--- config.mk ---
export PLATFORM = sky130hd
export DESIGN_NAME = io_input_cond
export DESIGN_NICKNAME = d
export VERILOG_FILES = /design/src/rtl/io_input_cond.sv
export SDC_FILE = /design/constraint.sdc
export NUM_CORES = 1
export LEC_CHECK = 0
export BUFFER_PORTS_ARGS = -buffer_cell sky130_fd_sc_hd__buf_2
export CORE_ASPECT_RATIO = 0.8
export CORE_MARGIN = 3
export CORE_UTILIZATION = 57
export CTS_CLUSTER_DIAMETER = 150
export CTS_CLUSTER_SIZE = 16
export DETAILED_ROUTE_END_ITERATION = 8
export PLACE_DENSITY = 0.79
export SETUP_SLACK_MARGIN = 0.02
export SLEW_MARGIN = 20
export SYNTH_ARGS = -nofsm -noshare
export SYNTH_HDL_FRONTEND = slang
export SYNTH_SLANG_ARGS = --single-unit
export TNS_END_PERCENT = 10
--- constraint.sdc ---
create_clock -name i_clk -period 2.7 [get_ports i_clk]
set_input_delay 0.54 -clock i_clk [delete_from_list [all_inputs] [get_ports i_clk]]
set_output_delay 0.54 -clock i_clk [all_outputs]
set_load 0.02 [all_outputs]
--- src/rtl/io_input_cond.sv ---
// Input conditioning for the LSU peripheral region: 2-FF synchronised switches,
// synchronised and per-bit debounced buttons, plus one-cycle press/release pulses.
module io_input_cond #(
  parameter int SW_WIDTH       = 32,
  parameter int BTN_WIDTH      = 4,
  parameter int DB_CYCLES      = 500000,
  parameter int BTN_ACTIVE_LOW = 1
) (
  input  logic                 i_clk,
  input  logic                 i_rst,
  input  logic [SW_WIDTH-1:0]  i_sw_raw,
  input  logic [BTN_WIDTH-1:0] i_btn_raw,
  output logic [SW_WIDTH-1:0]  o_io_sw,
  output logic [BTN_WIDTH-1:0] o_io_btn,
  output logic [BTN_WIDTH-1:0] o_btn_press,
  output logic [BTN_WIDTH-1:0] o_btn_release
);

  // A one-cycle debounce still needs a 1-bit counter to keep the array legal.
  localparam int CNT_W = (DB_CYCLES > 1) ? $clog2(DB_CYCLES) : 1;
  localparam logic [CNT_W-1:0]     CNT_MAX = CNT_W'(DB_CYCLES - 1);
  localparam logic [BTN_WIDTH-1:0] IDLE    = {BTN_WIDTH{BTN_ACTIVE_LOW != 0}};

  logic [SW_WIDTH-1:0]  sw_p0, sw_p1;
  logic [BTN_WIDTH-1:0] btn_p0, btn_p1;
  logic [BTN_WIDTH-1:0] db, db_prev;
  logic [CNT_W-1:0]     cnt [BTN_WIDTH];
  logic [BTN_WIDTH-1:0] press, release_q;

  // Stage p0/p1: two-flop synchronisers
  always_ff @(posedge i_clk or negedge i_rst) begin
    if (!i_rst) begin
      sw_p0  <= '0;
      sw_p1  <= '0;
      btn_p0 <= IDLE;
      btn_p1 <= IDLE;
    end else begin
      sw_p0  <= i_sw_raw;
      sw_p1  <= sw_p0;
      btn_p0 <= i_btn_raw;
      btn_p1 <= btn_p0;
    end
  end

  // Debounce stage: a change is accepted only after DB_CYCLES consecutive mismatches
  always_ff @(posedge i_clk or negedge i_rst) begin
    if (!i_rst) begin
      db <= IDLE;
      for (int i = 0; i < BTN_WIDTH; i++) cnt[i] <= '0;
    end else begin
      for (int i = 0; i < BTN_WIDTH; i++) begin
        if (btn_p1[i] == db[i]) begin
          cnt[i] <= '0;
        end else if (cnt[i] == CNT_MAX) begin
          db[i]  <= btn_p1[i];
          cnt[i] <= '0;
        end else begin
          cnt[i] <= cnt[i] + CNT_W'(1);
        end
      end
    end
  end

  // Edge stage: compare debounced value against its previous cycle
  always_ff @(posedge i_clk or negedge i_rst) begin
    if (!i_rst) begin
      db_prev   <= IDLE;
      press     <= '0;
      release_q <= '0;
    end else begin
      db_prev   <= db;
      press     <= ~(db_prev ^ IDLE) &  (db ^ IDLE);
      release_q <=  (db_prev ^ IDLE) & ~(db ^ IDLE);
    end
  end

  assign o_io_sw       = sw_p1;
  assign o_io_btn      = db;
  assign o_btn_press   = press;
  assign o_btn_release = release_q;

endmodule

==> run_results.csv <==
group,metric,value,unit
worst_setup_path,reg2reg_setup_slack,0.44,ns
logic_synthesis,synth_cells,497,
die,core,0.0104,mm²
logic_synthesis,yosysSeqAreaShare,67.0,%
die,die_area,0.0121,mm²
logic_synthesis,ys_seq_elements,164,
worst_setup_path,arrival,2.52,ns
pwr,p_leak,3.25,nW
die,initial_core_util,59.1,%
grt,antenna_found_initial,0,
layout,drive_gt1_share,24.2,%
clock_tree,cts_sinks,164,
grt,grt.met1_usage,26.7,%
timing,worst_pin_slew,0.770,ns
logic_synthesis,synth_nets,539,
hold_path,min-delay-path-class,"in2async",
placement,dp_hpwl,7360,µm
job,max-cap-violations,0,
worst_setup_path,end_kind,"register",
clock_tree,ctsHoldBuffers,0,
clock_tree,cts_buffers,17,
logic_synthesis,synth-edff-count,0,
pwr,peakVddDrop,0.519,mV
layout,antenna_cells,0,
timing,setup_viol,0,
timing,max_freq,443,MHz
worst_setup_path,reg2reg_from,"cnt[39]",
timing,skew,0.00794,ns
routing,vias,4052,
pwr,clkPwrFrac,45.4,%
timing,slew_viol_final,0,
worst_setup_path,critPathSlowestCell,"o31ai_4",
pwr,pwr_density_cell,690,mW/mm²
worst_setup_path,cp.required,2.97,ns
logic_synthesis,syn_area_per_cell,12.4,µm²
worst_setup_path,rr_worst_depth,5,
placement,io_buffers,81,
layout,area_growth,18.9,%
routing,wirelength,11200,µm
timing,post-route-min-period,2.26,ns
worst_setup_path,timing.rr.end,"cnt[43]",
grt,grt_use_met2,30.3,%
pwr,p_sw_share,23.0,%
clock_tree,cts_tree,"done",
worst_setup_path,max_stage_delay,0.73,ns
grt,grtUsageTotal,20.2,%
status,outcome,"finished clean",
clock_tree,ctsRootBufferMaster,"clkbuf_16",
clock_tree,clock_latency,0.42,ns
pwr,p_comb_share,3.9,%
logic_synthesis,synth_area,0.00615,mm²
die,row_count,33,
timing,rsz0062_at_grt,"no",
logic_synthesis,async_flop_share,100,%
placement,placement.cell_area,0.00675,mm²
logic_synthesis,synthFlopType,"dfrtp_1",
worst_setup_path,start_kind,"register",
timing,finalHoldViolCount,0,
worst_setup_path,critical_path.max_fanout,19,
clock_tree,h-tree-depth,4,
clock_tree,path_clk_slew,0.06,ns
timing,relSlewSlack,48.7,%
clock_tree,cts_buffer_depth,2,
timing,setup_tns,0,ns
grt,grt.busiest_layer,"met2",
grt,grt_first_pass_wirelength,19100,µm
die,dieWidth,122,µm
die,ios,82,
die,die_y,98.9,µm
routing,drtAntennaViolNets,0,
worst_setup_path,crit_type,"reg2reg",
routing,drt_iter0_drc,403,
layout,stdcell_area,0.00732,mm²
timing,post-route-period-util,83.6,%
layout,fin_nets,633,
worst_setup_path,startpoint,"cnt[39]",
clock_tree,ctsResizeCount,0,
grt,grt_overflow,0,
clock_tree,postCtsSetupBuffers,0,
pwr,p_int,3.89,mW
worst_setup_path,path_cells,"ha_1, and4_1, nand4_1, o31ai_4, nor2_1",
grt,grt_pass1_vias,4113,
grt,grt_start_max_net_pins,62,
logic_synthesis,ys_warn_count,0,
grt,use_met3,7.23,%
pwr,switching_power,1.16,mW
routing,drc,0,
pwr,seq_power_share,50.7,%
routing,wl_per_cell,15.1,µm
logic_synthesis,yosysUniqueCellTypes,40,
placement,place.gp.congestion,0.818,
routing,dr.pass1.iters,4,
routing,viasPerCell,5.45,
per-stage QoR:
step | hold slack [ns] | total power [mW] | cells | worst slack [ns] | utilization, %
after global routing | 0.139 | 5.24 | 744 | 0.298 | 70.3
final | 0.0949 | 5.05 | 744 | 0.443 | 70.3
after CTS | 0.118 | 5.11 | 744 | 0.463 | 70.3
after global placement | 0.331 | 2.80 | 712 | 0.632 | 64.9
after floorplan | 0.244 | 2.68 | 497 | 0.802 | -
after detailed placement | 0.335 | 2.81 | 712 | 0.531 | 64.9
worst max path at each step:
stage | end | slack [ns] | cells past startpoint
after floorplan | cnt[25] | 0.80 | 7
after global placement | cnt[45] | 0.63 | 5
after detailed placement | cnt[49] | 0.53 | 5
after CTS | cnt[39] | 0.46 | 5
after global routing | cnt[43] | 0.30 | 5
final | cnt[43] | 0.44 | 5
cell type report:
type                            instances  area [µm²]
Inverter                                7        26.3
Timing Repair Buffer                   86         474
Sequential cell                       164        4120
Clock buffer                           18         429
Multi-Input combinational cell        315        1950
Clock inverter                         14         140
Tap cell                              140         175
Fill cell                             750        3090
synth_stat cells (2+ instances only):
master | instances | area, µm²
dfrtp_1 | 148 | 3700
nor2_1 | 67 | 251
xor2_1 | 34 | 298
nand2_1 | 28 | 105
nand4_1 | 23 | 144
nand3_1 | 22 | 110
xnor2_1 | 20 | 175
a21oi_1 | 18 | 90.1
dfstp_2 | 16 | 420
o21ai_0 | 10 | 50.1
and4_1 | 9 | 78.8
nor3_1 | 9 | 45.0
nor2b_1 | 8 | 50.1
nor4_1 | 8 | 50.1
or3_1 | 8 | 50.1
inv_1 | 7 | 26.3
clkbuf_1 | 6 | 22.5
nor4b_1 | 6 | 52.6
or4_1 | 6 | 45.0
and3_1 | 4 | 25.0
buf_2 | 4 | 20.0
ha_1 | 4 | 50.1
mux2_2 | 4 | 45.0
o31ai_1 | 4 | 30.0
and2_1 | 3 | 18.8
nand4b_1 | 3 | 26.3
o41ai_1 | 3 | 26.3
o21ai_1 | 2 | 10.0
or4b_2 | 2 | 20.0
power groups by stage:
stage               logic (mW)  clock network [mW]  registers, mW
floorplan               0.0436                   0           2.63
global placement         0.194                   0           2.60
detailed placement       0.199                   0           2.61
CTS                      0.203                2.35           2.56
global route             0.221                2.45           2.57
finish                   0.196                2.29           2.56
kinds of logic (layout without fill, tap and decap cells):
logic type	after synthesis	after routing	share of synthesized area, %
DFF	164	164	67.0
and+or+nand+nor	213	213	18.4
muxes	4	4	0.732
buffers and inverters	18	125	1.30
xor gates and xnor gates	54	54	7.69
adders and majority gates	4	4	0.814
AOI/OAI and AO/OA	40	40	3.99
routing by layer:
layer | vias to the layer above | routed length [µm]
li1 | 1929 | -
met1 | 1988 | 4870
met2 | 114 | 5370
met3 | 21 | 786
met4 | 0 | 200
met5 | - | 0
layout by cell type (no fill, tap or decap), types with 4 or more instances in the layout:
cell type and instances:
dfrtp_1 148, o31ai_1 4, nor2_1 67, nand2_1 28, dfstp_2 16, a21oi_1 18, inv_1 7, and4_1 9
o21ai_0 10, or3_1 8, clkbuf_16 17, buf_2 80, xnor2_1 20, ha_1 4, inv_6 7, nand3_1 22
and3_1 4, nor4_1 8, nor4b_1 6, or4_1 6, nor2b_1 8, mux2_2 4, nand4_1 23, xor2_1 34
nor3_1 9
worst max-delay path: cells and delay by family (launching register included):
family	cells	cell delay, ns
AND/OR/NAND/NOR	3	0.76
flip-flops	1	0.39
adder cells (fa/ha/maj)	1	0.22
AO/OA/AOI/OAI	1	0.73
registers in the layout, indices dropped and copies added (netlist names):
name,flops
sw_p0,32
cnt,76
o_btn_release,4
btn_p0,4
btn_p1,4
o_btn_press,4
db_prev,4
o_io_btn,4
o_io_sw,32
No activity file was read; power rests on OpenSTA's default activity.
